<file path="config.mk">
export PLATFORM = sky130hd
export DESIGN_NAME = floo_route_comp_pipe
export DESIGN_NICKNAME = d
export VERILOG_FILES = /design/src/rtl/floo_route_comp_pipe.sv
export SDC_FILE = /design/constraint.sdc
export NUM_CORES = 1
export LEC_CHECK = 0
export CORE_AREA = 2 2 386 388
export DETAILED_ROUTE_END_ITERATION = 8
export DIE_AREA = 0 0 388 390
export GPL_TIMING_DRIVEN = 0
export SYNTH_ARGS = -nofsm -noshare
export SYNTH_HDL_FRONTEND = slang
export SYNTH_SLANG_ARGS = --single-unit
</file>
<file path="constraint.sdc">
create_clock -name clk_i -period 2.1 [get_ports clk_i]
set_input_delay 0.525 -clock clk_i [delete_from_list [all_inputs] [get_ports clk_i]]
set_output_delay 0.525 -clock clk_i [all_outputs]
set_load 0.02 [all_outputs]
</file>
<file path="src/rtl/floo_route_comp_pipe.sv">
// Purpose : per-channel route computation (destination ID + source route) for the NoC injection path.
// Latency : 1 cycle from input handshake to registered result.
// Backpressure: per channel, in_ready_o = !out_valid_o || out_ready_i; a held result stays stable until taken.
//
// Ports:
//   clk_i, rst_i                     clock, synchronous active-high reset
//   in_valid_i/in_ready_o            per-channel request handshake
//   in_addr_i, in_id_i               request address / source ID (packed, channel c at [c*W +: W])
//   out_valid_o/out_ready_i          per-channel result handshake
//   out_id_o, out_route_o, out_err_o destination ID, source route, decode error of the held beat
//   rule_start_i/rule_end_i/rule_id_i address rules [start, end) -> id, higher index wins
//   en_default_i, default_id_i       fallback ID on rule miss (miss is an error unless enabled)
//   cfg_we_i/cfg_idx_i/cfg_wdata_i   route-table write port
//   err_clr_i, err_cnt_o             shared saturating decode-error counter
//
// Optional feature macro: FLOO_ROUTE_COMP_CFG_LOCK_EN
//   adds cfg_lock_i / cfg_locked_o; once locked (sticky until reset) table writes are ignored.

module floo_route_comp_pipe #(
  parameter int unsigned NumChannels  = 2,
  parameter int unsigned AddrWidth    = 48,
  parameter int unsigned IdWidth      = 4,
  parameter int unsigned RouteWidth   = 16,
  parameter int unsigned NumRoutes    = 16,
  parameter int unsigned NumRules     = 8,
  parameter int unsigned IdMode       = 0,
  parameter int unsigned IdAddrOffset = 32,
  localparam int unsigned IdxWidth    = (NumRoutes > 1) ? $clog2(NumRoutes) : 1
) (
  input  logic                            clk_i,
  input  logic                            rst_i,
  input  logic [NumChannels-1:0]          in_valid_i,
  output logic [NumChannels-1:0]          in_ready_o,
  input  logic [NumChannels*AddrWidth-1:0] in_addr_i,
  input  logic [NumChannels*IdWidth-1:0]  in_id_i,
  output logic [NumChannels-1:0]          out_valid_o,
  input  logic [NumChannels-1:0]          out_ready_i,
  output logic [NumChannels*IdWidth-1:0]  out_id_o,
  output logic [NumChannels*RouteWidth-1:0] out_route_o,
  output logic [NumChannels-1:0]          out_err_o,
  input  logic [NumRules*AddrWidth-1:0]   rule_start_i,
  input  logic [NumRules*AddrWidth-1:0]   rule_end_i,
  input  logic [NumRules*IdWidth-1:0]     rule_id_i,
  input  logic                            en_default_i,
  input  logic [IdWidth-1:0]              default_id_i,
  input  logic                            cfg_we_i,
  input  logic [IdxWidth-1:0]             cfg_idx_i,
  input  logic [RouteWidth-1:0]           cfg_wdata_i,
  input  logic                            err_clr_i,
  output logic [7:0]                      err_cnt_o
`ifdef FLOO_ROUTE_COMP_CFG_LOCK_EN
  ,
  input  logic                            cfg_lock_i,
  output logic                            cfg_locked_o
`endif
);

  // ---------------------------------------------------------------------------
  // State
  // ---------------------------------------------------------------------------
  logic [RouteWidth-1:0] table_q [NumRoutes];
  logic [RouteWidth-1:0] table_d [NumRoutes];

  logic [NumChannels-1:0]                 valid_q, valid_d;
  logic [NumChannels-1:0][IdWidth-1:0]    id_q, id_d;
  logic [NumChannels-1:0][RouteWidth-1:0] route_q, route_d;
  logic [NumChannels-1:0]                 err_q, err_d;
  logic [7:0]                             err_cnt_q, err_cnt_d;

  // Combinational decode results, one per channel, before the output register.
  logic [NumChannels-1:0][IdWidth-1:0]    dec_id;
  logic [NumChannels-1:0][RouteWidth-1:0] dec_route;
  logic [NumChannels-1:0]                 dec_err;

  logic [NumChannels-1:0] capture;
  logic                   tbl_we;

`ifdef FLOO_ROUTE_COMP_CFG_LOCK_EN
  logic cfg_locked_q, cfg_locked_d;

  // Sticky lock; the write-enable gate uses the registered value so a write
  // issued together with the lock request still lands.
  always_comb begin
    cfg_locked_d = cfg_locked_q | cfg_lock_i;
  end

  assign cfg_locked_o = cfg_locked_q;
  assign tbl_we       = cfg_we_i & ~cfg_locked_q;
`else
  assign tbl_we       = cfg_we_i;
`endif

  // ---------------------------------------------------------------------------
  // Route-table write. Lookups below read table_q, so a capture in the same
  // cycle as a write sees the old entry.
  // ---------------------------------------------------------------------------
  always_comb begin
    table_d = table_q;
    if (tbl_we && (32'(cfg_idx_i) < NumRoutes)) begin
      table_d[cfg_idx_i] = cfg_wdata_i;
    end
  end

  // ---------------------------------------------------------------------------
  // ID computation and route lookup. All three ID sources are always built so
  // the mode select is a plain mux; unused sources are optimised away.
  // ---------------------------------------------------------------------------
  always_comb begin
    logic [AddrWidth-1:0] addr;
    logic [IdWidth-1:0]   id_addr;
    logic [IdWidth-1:0]   id_rule;
    logic [IdWidth-1:0]   id_in;
    logic [IdWidth-1:0]   id_sel;
    logic                 rule_hit;
    logic                 mode_err;

    dec_id    = '0;
    dec_route = '0;
    dec_err   = '0;
    addr      = '0;
    id_addr   = '0;
    id_rule   = '0;
    id_in     = '0;
    id_sel    = '0;
    rule_hit  = 1'b0;
    mode_err  = 1'b0;

    for (int c = 0; c < NumChannels; c++) begin
      addr    = in_addr_i[c*AddrWidth +: AddrWidth];
      id_addr = addr[IdAddrOffset +: IdWidth];
      id_in   = in_id_i[c*IdWidth +: IdWidth];

      // Ascending scan: a later (higher-index) match overrides earlier ones.
      rule_hit = 1'b0;
      id_rule  = default_id_i;
      for (int r = 0; r < NumRules; r++) begin
        if ((addr >= rule_start_i[r*AddrWidth +: AddrWidth]) &&
            (addr <  rule_end_i[r*AddrWidth +: AddrWidth])) begin
          rule_hit = 1'b1;
          id_rule  = rule_id_i[r*IdWidth +: IdWidth];
        end
      end

      if (IdMode == 0) begin
        id_sel   = id_addr;
        mode_err = 1'b0;
      end else if (IdMode == 1) begin
        id_sel   = id_rule;
        mode_err = ~rule_hit & ~en_default_i;
      end else begin
        id_sel   = id_in;
        mode_err = 1'b0;
      end

      dec_id[c] = id_sel;
      if (32'(id_sel) < NumRoutes) begin
        dec_route[c] = table_q[id_sel[IdxWidth-1:0]];
        dec_err[c]   = mode_err;
      end else begin
        // IDs beyond the table have no route; forward the beat flagged.
        dec_route[c] = '0;
        dec_err[c]   = 1'b1;
      end
    end
  end

  // ---------------------------------------------------------------------------
  // One-stage valid/ready register per channel.
  // ---------------------------------------------------------------------------
  assign in_ready_o = ~valid_q | out_ready_i;
  assign capture    = in_valid_i & in_ready_o;

  always_comb begin
    valid_d = valid_q;
    id_d    = id_q;
    route_d = route_q;
    err_d   = err_q;
    for (int c = 0; c < NumChannels; c++) begin
      if (capture[c]) begin
        valid_d[c] = 1'b1;
        id_d[c]    = dec_id[c];
        route_d[c] = dec_route[c];
        err_d[c]   = dec_err[c];
      end else if (out_ready_i[c]) begin
        valid_d[c] = 1'b0;
      end
    end
  end

  // ---------------------------------------------------------------------------
  // Shared error counter: clear takes effect before this cycle's increments.
  // ---------------------------------------------------------------------------
  always_comb begin
    logic [15:0] sum;
    sum = err_clr_i ? 16'd0 : {8'd0, err_cnt_q};
    for (int c = 0; c < NumChannels; c++) begin
      if (capture[c] && dec_err[c]) begin
        sum = sum + 16'd1;
      end
    end
    err_cnt_d = (sum > 16'd255) ? 8'hFF : sum[7:0];
  end

  // ---------------------------------------------------------------------------
  // Registers
  // ---------------------------------------------------------------------------
  always_ff @(posedge clk_i) begin
    if (rst_i) begin
      valid_q   <= '0;
      id_q      <= '0;
      route_q   <= '0;
      err_q     <= '0;
      err_cnt_q <= '0;
      for (int i = 0; i < NumRoutes; i++) begin
        table_q[i] <= '0;
      end
`ifdef FLOO_ROUTE_COMP_CFG_LOCK_EN
      cfg_locked_q <= 1'b0;
`endif
    end else begin
      valid_q   <= valid_d;
      id_q      <= id_d;
      route_q   <= route_d;
      err_q     <= err_d;
      err_cnt_q <= err_cnt_d;
      table_q   <= table_d;
`ifdef FLOO_ROUTE_COMP_CFG_LOCK_EN
      cfg_locked_q <= cfg_locked_d;
`endif
    end
  end

  assign out_valid_o = valid_q;
  assign out_id_o    = id_q;
  assign out_route_o = route_q;
  assign out_err_o   = err_q;
  assign err_cnt_o   = err_cnt_q;

endmodule

</file>
-- Yosys cells after proc, flatten, opt, wreduce, memory -nomap -nowiden
Index checks and enable logic that the tools add are counted.
- register bits: 306
- bits of input ports: 937
- output and inout port bits: 54
- logic and storage cells: 52
- $lt $le $gt $ge: 5
- multiplexer cells: 15
- bitwise operators: 6
- reductions and logical operators: 3
- operator list (kind ; number):
    $bwmux W256 ; 1
    $bmux W16 S4 ; 2
    $mux W16 ; 5
    $demux W16 S4 ; 1
    $mux W8 ; 2
    $ge A5 B5 Y1 const B ; 3
    $not A4 Y5 ; 3
    $gt A8 B8 Y1 const B ; 1
    $lt A5 B1 Y1 const B ; 1
    $mux W1 ; 4
    $reduce_bool A2 Y1 ; 2
    $and A2 B2 Y2 ; 1
    $not A2 Y2 ; 1
    $or A2 B2 Y2 ; 1
    $logic_and A1 B1 Y1 ; 1

-- Longest topological paths before layout
Gate-level depths: netlist of run 1.
- depth after elaboration: 6
- gate-level depth with buffers: 6

-- Least setup slack after synthesis of run 1
OpenSTA, ideal clock, no wires.
- path kind: input to register
- from: input port in_addr_i[34]
- to: register route_q (netlist bit out_route_o[10])
- setup time: 0.138 ns
- arrival: 1.635 ns
- data required time: 1.962 ns
- path slack: 0.327 ns
- stages: 5
- cell sequence: buf_4 buf_6 mux4_2 mux2i_1 o221ai_1
- cells in the longest elaborated chain, start to end: 4
- RTL lines (what ; line ; source):
    from (decl) ; 34 ; input logic [NumChannels*AddrWidth-1:0] in_addr_i,
    $not A4 Y5 (not written as such) ; 157 ; dec_route[c] = table_q[id_sel[IdxWidth-1:0]];
    $bmux W16 S4 ; 157 ;
    $mux W16 (not written as such) (2 in a row) ; 157 ;
    to (signal assigned) ; 223 ; route_q <= route_d;
    to (decl) ; 66 ; logic [NumChannels-1:0][RouteWidth-1:0] route_q, route_d;
Every way passes these cells. The select of a mux whose other input is x is not followed.
A chain may end at the register's enable or synchronous reset.

-- Worst setup path in the final report of run 1
- from: register route_q (netlist bit out_route_o[0])
- to: output port out_route_o[0]
- RTL lines (what ; line ; source):
    to (decl) ; 39 ; output logic [NumChannels*RouteWidth-1:0] out_route_o,
No word-level cell between the ends.

==> results.toml, run 1 <==
[die]
die_w_um = 388
num_rows = 141
io_pins = 991
die_area_mm2 = 0.151
start_util_pct = 10.6
core_mm2 = 0.147
die_h_um = 390

[grt]
grt_pass1_vias = 13800
grt_pass1_wl_um = 99000
grt_usage_pct = 8.83
antenna_found_initial = 20
grt_max_degree = 14
gr-total-overflow = 0

[yosys]
yosysTopAreaCellShare_pct = 39.2
synth_area_mm2 = 0.0156
synth_area_leaders = "dfxtp_1 (39%), mux4_2 (18%), a21oi_1 (8.5%), nand3_1 (8.5%), o21ai_1 (7.2%)"
synth_area_per_cell_um2 = 9.44
syn_inst = 1653
synth_top_area_cell = "dfxtp_1"
ys_seq_area_share_pct = 39.2
yosysWarnings = 0
synthDistinctLibCells = 32
yosys_register_bits = 306

[critical_path]
reg2reg_depth = 3
worst-path-max-fanout = 2
crit_start = "out_route_o[0]$_SDFFE_PP0P_"
r2r_slack_ps = 380
endpoint = "out_route_o[0]"
reg2reg_from = "table_q[39]$_SDFFE_PP0P_"
rr_endpoint = "out_route_o[23]$_SDFFE_PP0P_"
worst-path-buf-inv = 1
crit_type = "reg -> out"
cp_num_cells = 1
crit_path_max_incr_delay_ps = 640
crit_path_end_kind = "output port"
critical_path.top_delay_family = "buffers and inverters"
critPathArrivalTime_ps = 1550
crit_path_cell_trace = "clkdlybuf4s50_1"
required_ps = 1570
critPathSlowestCell = "clkdlybuf4s50_1"
critPathLaunchType = "flop"

[clock_network]
ctsHtreeMaxLevel = 2
cts.sinks = 306
clock_tree.root_cell = "clkbuf_16"
cts_tree = "done"
cts_buffers = 34
clk_pin_slew_worst_paths_ps = 60
cts_buffer_depth = 3
clkLatencyLatePin_ps = 550

[cells_and_area]
postLayoutCellArea_mm2 = 0.0198
final_cells = 3706
nNetsFinal = 2688
area_growth_pct = 26.8
n_fill_cell = 16800
drive_above_1_share_pct = 16.1

[routing]
wire_per_inst_um = 19.0
ant_nets = 0
wirelength_um = 70400
vias = 15100
vias_per_cell = 4.07
drcViolationCount = 0
drt_pass1_iterations = 6
drt_iter0_drc = 2369

[sta]
worstMarginPinSlew_ps = 1210
fmax_mhz = 481
rsz0062_at_grt = "no"
finClkSkew_ps = 40.7
maxSlewViolCount = 0
slew_headroom_pct = 19.2
fin_ws_ps = 22.0
hold_viol = 0
setup_viol = 0
fin_crit_ps = 2080
fin_crit_sh_pct = 99.0
tns_ps = 0

[run_status]
status = "finished clean"

[placement]
io_buffers = 60
preCtsSetupSlack_ps = -894
dpl.cell_count = 3644
post-dp-hpwl_um = 51900
place.gp.congestion = 0.984
placed_area_mm2 = 0.0186

[power_and_ir_drop]
power_density_mw_per_mm2 = 690
power_leakage_uw = 0.00586
power.total_uw = 13700
ir_drop_mv = 0.543

[hold_path]
hold_class = "in -> reg"
worstHoldStart = "cfg_wdata_i[0]"

[job]
maxCapViolCount = 0
sequential cells by signal (all words and copies together) (netlist names):
register     flops
out_id_o         8
table_q        256
out_route_o     32
out_valid_o      2
err_cnt_o        8
Yosys cell counts, drive strengths merged:
| master | number |
|---|---|
| nand3b | 2 |
| and3b | 2 |
| mux2i | 64 |
| nor3b | 1 |
| nand4b | 2 |
| or4 | 2 |
| nand2b | 2 |
| clkbuf | 101 |
| a21oi | 266 |
| dlygate4sd1 | 2 |
| or3b | 1 |
| nor2b | 36 |
| nand2 | 1 |
| conb | 1 |
| or2 | 1 |
| dfxtp | 306 |
| o21ai | 296 |
| and3 | 1 |
| o221ai | 32 |
| and2 | 9 |
| inv | 4 |
| mux4 | 128 |
| buf | 126 |
| nor2 | 2 |
| nand3 | 265 |
cell families after synthesis:
family / synth area share, %
other cells: 0.0240
compound gates: 19.8
flops: 39.2
buf+inv: 7.22
simple gates: 11.1
mux: 22.6
final cells by class:
cell class                 count  area [µm²]  area share (%)
clock buffer                  50        1020            5.17
clock inverter                 9        98.8           0.500
buffer                       229        1130            5.72
multi-input combinational   1115        8370            42.3
tap                         1930        2410            12.2
timing repair buffer          61         598            3.02
inverter                       4        15.0          0.0759
antenna                        2        5.00          0.0253
sequential                   306        6130            31.0
placed cells by master (no fill, tap or decap), types with 4 or more instances in the layout:
| cell | count |
|---|---|
| a21oi_1 | 266 |
| and2_1 | 9 |
| buf_1 | 50 |
| buf_2 | 37 |
| buf_4 | 27 |
| buf_6 | 10 |
| clkbuf_1 | 92 |
| clkbuf_16 | 35 |
| clkbuf_2 | 18 |
| clkbuf_8 | 9 |
| clkdlybuf4s50_1 | 52 |
| clkinv_2 | 6 |
| dfxtp_1 | 305 |
| dlygate4sd2_1 | 4 |
| inv_2 | 4 |
| mux2i_1 | 64 |
| mux4_2 | 128 |
| nand3_1 | 265 |
| nor2b_1 | 34 |
| o21ai_0 | 70 |
| o21ai_1 | 226 |
| o221ai_1 | 32 |
routing by layer:
| layer | track usage [%] | wire [µm] |
|---|---|---|
| met4 | 2.97 | 2360 |
| met1 | 11.7 | 27700 |
| met5 | 0 | 178 |
| met2 | 11.8 | 27000 |
| met3 | 4.98 | 13100 |
worst min-delay path, cell delays in order:
cell and delay [ps]:
buf_4 170, nand3_1 80, a21oi_1 50
how the worst min path moves through the flow:
stage	slack [ps]	depth (start not counted)	endpoint
final	330	3	table_q[16]$_SDFFE_PP0P_
after global routing	330	3	table_q[241]$_SDFFE_PP0P_
after CTS	320	3	table_q[49]$_SDFFE_PP0P_
after detailed placement	450	1	err_cnt_o[3]$_SDFF_PP0_
after global placement	440	1	err_cnt_o[6]$_SDFF_PP0_
after floorplan	460	2	table_q[32]$_SDFFE_PP0P_
per-stage QoR:
stage	hold WS, ps	util (%)
3_3_place_gp	444	12.7
2_1_floorplan	460	-
3_5_place_dp	447	12.7
4_1_cts	324	13.4
5_1_grt	327	13.4
6_report	325	13.4
power by group:
part           leakage, µW  internal, µW  switching [µW]  total, µW
Combinational      0.00282           427            1110       1530
Sequential         0.00247          5880            58.8       5940
Clock             0.000559          3620            2570       6190
timing repair:
action / in CTS / in global routing
resized for setup: 19 / 19
hold buffers: 0 / 0
setup endpoints to repair: 255 / 80
buffers inserted: 0 / 1
Power figures use the tool's default switching activity.
==> inputs of run 2 (changes only) <==
RECOVER_POWER = 25   (was not set)
==> run 2 against run 1 <==
Compared with the run above: setup slack got worse by 3.2 ps; register-to-register slack barely moved; critical path type is now in -> reg; sequential cell count did not move; largest cell class unchanged; via count barely moved; combinational power barely moved.
==> results.toml, run 2 (synthesized netlist as in run 1, its figures left out) <==
[run_status]
status = "finished clean"

[sta]
finClkSkew_ps = 38.9
fin_ws_ps = 18.8
worstMarginPinSlew_ps = 1200
fmax_mhz = 480
rsz0062_at_grt = "no"
fin_crit_sh_pct = 99.1
tns_ps = 0
slew_headroom_pct = 20.0
setup_viol = 0
hold_viol = 0
hold_ws_ps = 328
maxSlewViolCount = 0
fin_crit_ps = 2080

[routing]
wirelength_um = 70400
drt_iter0_drc = 2581
drcViolationCount = 0
m1WireLength_um = 27500
topRoutingLayerUsed = "met5"
wire_per_inst_um = 19.0
dr_wl_met2_um = 27000
drt_pass1_iterations = 7
vias_per_cell = 4.07
ant_nets = 0
dr_wl_met3_um = 13300
vias = 15100

[grt]
grt_usage_pct = 8.83
grt_max_degree = 14
antenna_found_initial = 20
gr-total-overflow = 0
grt_pass1_wl_um = 99000
grt_pass1_vias = 13800

[hold_path]
hold_class = "in -> reg"

[die]
io_pins = 991
die_h_um = 390
start_util_pct = 10.6
die_area_mm2 = 0.151
die_w_um = 388
core_mm2 = 0.147
num_rows = 141

[power_and_ir_drop]
ir_drop_mv = 0.545
power_switching_uw = 3720
p_clk_share_pct = 45.3
p_seq_share_pct = 43.5
pwr-share-comb_pct = 11.2
power_leakage_uw = 0.00580
power_density_mw_per_mm2 = 691
p_sw_share_pct = 27.3
internal_power_uw = 9920

[cells_and_area]
nNetsFinal = 2688
drive_above_1_share_pct = 15.8
postLayoutCellArea_mm2 = 0.0198
area_growth_pct = 26.6
layout_common_cells = "dfxtp_1 (305), a21oi_1 (266), nand3_1 (265)"
final_cells = 3707
largest_register_ffs = 256
final_common_cell = "dfxtp_1"
top_register = "table_q"

[placement]
preCtsSetupSlack_ps = -894
place.gp.congestion = 0.984
io_buffers = 60
dpl.cell_count = 3644
placed_area_mm2 = 0.0186
post-dp-hpwl_um = 51900

[critical_path]
critPathSlowestCell = "clkdlybuf4s50_1"
critPathArrivalTime_ps = 2450
crit_top_cell = "clkbuf_2"
worst-path-buf-inv = 4
required_ps = 2470
crit_path_max_incr_delay_ps = 600
critPathLaunchType = "input port"
crit_type = "in -> reg"
worst-path-max-fanout = 10
critical_path.top_delay_family = "buffers and inverters"
crit_path_end_kind = "flop"
crit_path_cell_trace = "clkdlybuf4s50_1 -> clkbuf_2 -> clkbuf_2 -> clkbuf_1 -> a21oi_1"

[clock_network]
ctsHtreeMaxLevel = 2
holdBufCountCts = 0
cts.sinks = 306
clk_pin_slew_worst_paths_ps = 60
clkLatencyLatePin_ps = 550
clock_tree.root_cell = "clkbuf_16"
cts_buffer_depth = 3
cts_buffers = 34
cts_tree = "done"

[job]
maxCapViolCount = 0
## run 2: area by class of cell
type | instances | area, µm²
fillers | 16800 | 127000
multi-input cells | 1115 | 8370
flip-flops and latches | 306 | 6130
well taps | 1930 | 2410
plain buffers | 229 | 1120
clock buffers | 50 | 1020
repair buffers | 61 | 581
clock inverters | 9 | 98.8
inverters | 4 | 15.0
diodes | 3 | 7.51
## run 2: worst paths after layout
check	start	to	slack [ps]	cells past startpoint
max	rst_i	table_q[186]$_SDFFE_PP0P_	20	5
min	cfg_wdata_i[1]	table_q[49]$_SDFFE_PP0P_	330	3
max reg2reg	table_q[8]$_SDFFE_PP0P_	out_route_o[24]$_SDFFE_PP0P_	380	3
min reg2reg	err_cnt_o[5]$_SDFF_PP0_	err_cnt_o[5]$_SDFF_PP0_	460	1
## run 2: metal layers
layer,up-vias,global-route usage (%)
li1,6392,-
met1,7399,11.7
met2,1095,11.8
met3,181,4.98
met4,32,2.97
met5,-,0
## run 2: through the flow
stage                     utilization [%]  power, µW
after global placement               12.7       7520
final                                13.4      13600
after floorplan                         -       6940
after global routing                 13.4      13900
after detailed placement             12.7       7530
after CTS                            13.4      13600
## run 2: what timing repair did
item                       CTS  global route
setup buffers                0             1
resized for setup           19            19
setup endpoints to repair  255            80
## run 2: worst min-delay path, cell delays in order
cell,delay (ps)
buf_4,170
nand3_1,80
a21oi_1,50
## run 2: power groups by stage
| stage | sequential (µW) | combinational (µW) | clock, µW |
|---|---|---|---|
| after detailed placement | 6070 | 1460 | 0 |
| after floorplan | 6060 | 879 | 0 |
| after global placement | 6060 | 1450 | 0 |
| final | 5940 | 1530 | 6170 |
| after global routing | 5950 | 1560 | 6410 |
| after CTS | 5940 | 1470 | 6180 |
==> inputs of run 3 (changes only) <==
CORE_AREA = 2 2 385 387   (was 2 2 386 388)
DIE_AREA = 0 0 387 389   (was 0 0 388 390)
DONT_BUFFER_PORTS = 1   (was not set)
HOLD_SLACK_MARGIN = 0.06   (was not set)
SLEW_MARGIN = 10   (was not set)
==> run 3 against run 2 <==
Compared with the run above: clock-buffer cell count stayed put; largest cell class unchanged; critical endpoint is now in_ready_o[0]; via count down 1.6%; critical path type is now reg -> out; wire length decreased by 0.18%; utilization fell by 0.27 points; final cell count fell by 1.2%; largest power group unchanged; non-clock buffer count shrank 59; sequential cell count did not move; final area is 2.4% lower; clock power increased by 5.3%.
==> results.toml, run 3 (synthesized netlist as in run 1, its figures left out) <==
[run_status]
status = "finished clean"

[cells_and_area]
nNetsFinal = 2630
top_register = "table_q"
final_common_cell = "dfxtp_1"
postLayoutCellArea_mm2 = 0.0193
area_growth_pct = 23.6
final_util_pct = 13.2
largest_register_ffs = 256
drive_above_1_share_pct = 15.8
final_cells = 3661
layout_common_cells = "dfxtp_1 (306), a21oi_1 (266), nand3_1 (265)"

[grt]
grt_pass1_wl_um = 99600
grt_pass1_vias = 13500
grt_max_degree = 14
gr-total-overflow = 0
grt_usage_pct = 8.96
antenna_found_initial = 22

[sta]
worstMarginPinSlew_ps = 1260
fin_ws_ps = 85.2
hold_ws_ps = 130
slew_headroom_pct = 15.8
fin_crit_sh_pct = 95.9
hold_viol = 0
finClkSkew_ps = 22.3
fin_crit_ps = 2010
fmax_mhz = 496
maxSlewViolCount = 0
setup_viol = 0
rsz0062_at_grt = "no"

[clock_network]
ctsHtreeMaxLevel = 2
cts_tree = "done"
cts.sinks = 306
clk_pin_slew_worst_paths_ps = 50
clkLatencyLatePin_ps = 550
cts_buffer_depth = 3
holdBufCountCts = 0
cts_buffers = 35
clock_tree.root_cell = "clkbuf_16"

[placement]
io_buffers = 0
post-dp-hpwl_um = 52200
placed_area_mm2 = 0.0180
place.gp.congestion = 0.954
dpl.cell_count = 3584
preCtsSetupSlack_ps = -392

[power_and_ir_drop]
power_density_mw_per_mm2 = 721
internal_power_uw = 10200
ir_drop_mv = 0.463
p_sw_share_pct = 27.0
pwr-share-comb_pct = 10.4
p_clk_share_pct = 46.7
power_switching_uw = 3760
power_leakage_uw = 0.00558
p_seq_share_pct = 42.9

[critical_path]
crit_type = "reg -> out"
reg2reg_from = "out_valid_o[0]$_SDFFE_PP0P_"
r2r_slack_ps = 130
required_ps = 1570
critPathArrivalTime_ps = 1490
critPathLaunchType = "flop"
reg2reg_depth = 5
crit_start = "out_valid_o[0]$_SDFFE_PP0P_"
crit_path_end_kind = "output port"
worst-path-max-fanout = 7

[die]
io_pins = 991
die_area_mm2 = 0.151
die_h_um = 389
start_util_pct = 10.6
core_mm2 = 0.147
num_rows = 141
die_w_um = 387

[routing]
wirelength_um = 70300
drcViolationCount = 0
wire_per_inst_um = 19.2
drt_pass1_iterations = 6
vias = 14900
ant_nets = 0
vias_per_cell = 4.06
drt_iter0_drc = 2315

[job]
maxCapViolCount = 0

[hold_path]
worstHoldStart = "in_addr_i[35]"
hold_class = "in -> reg"
worstHoldPathCells = 2
run 3: cell types whose count changed in the layout (fill, tap and decap cells not counted), sizes merged:
cell / previous run / this run
buf: 121 / 123
bufinv: 2 / 3
clkbuf: 161 / 156
clkdlybuf4s50: 50 / 0
diode: 3 / 15
dlygate4sd2: 4 / 0
dlygate4sd3: 2 / 0
run 3: per-layer routing:
metal | vias to the layer above | part of all wire, % | global-route usage [%]
met4 | 34 | 3.7 | 3.08
met3 | 171 | 19 | 5.06
met1 | 7246 | 39 | 11.9
met2 | 1104 | 38 | 11.9
met5 | - | 0.29 | 0
li1 | 6306 | - | -
run 3: power by group through the flow:
stage          registers [µW]  clock network [µW]  logic, µW
6_report                 5970                6500       1450
5_1_grt                  5970                6720       1490
4_1_cts                  5970                6500       1390
3_5_place_dp             6090                   0       1380
3_3_place_gp             6090                   0       1380
2_1_floorplan            6060                   0        879
run 3: cell type report:
type	count	area (µm²)
Fill cell	16600	127000
Multi-Input combinational cell	1115	8360
Sequential cell	306	6130
Tap cell	1930	2410
Buffer	229	1110
Clock buffer	50	1060
Clock inverter	10	140
Antenna cell	15	37.5
Timing Repair Buffer	2	15.0
Inverter	4	15.0
run 3: final timing paths:
path,endpoint
max,in_ready_o[0]
min,out_id_o[3]$_SDFFE_PP0P_
max reg2reg,out_route_o[6]$_SDFFE_PP0P_
min reg2reg,table_q[153]$_SDFFE_PP0P_
run 3: critical path, cell delays in order (launching register included):
cell,delay [ps]
dfxtp_1,430
nor2b_1,330
inv_2,180
run 3: per-stage QoR:
stage          total power (µW)  TNS [ps]
2_1_floorplan              6940         0
3_3_place_gp               7460    -20460
3_5_place_dp               7480    -24290
4_1_cts                   13900         0
5_1_grt                   14200         0
6_report                  13900         0
run 3: what timing repair did:
action	in CTS	in global routing
setup endpoints to repair	0	11
gates resized for setup	0	3
buffers inserted	0	2
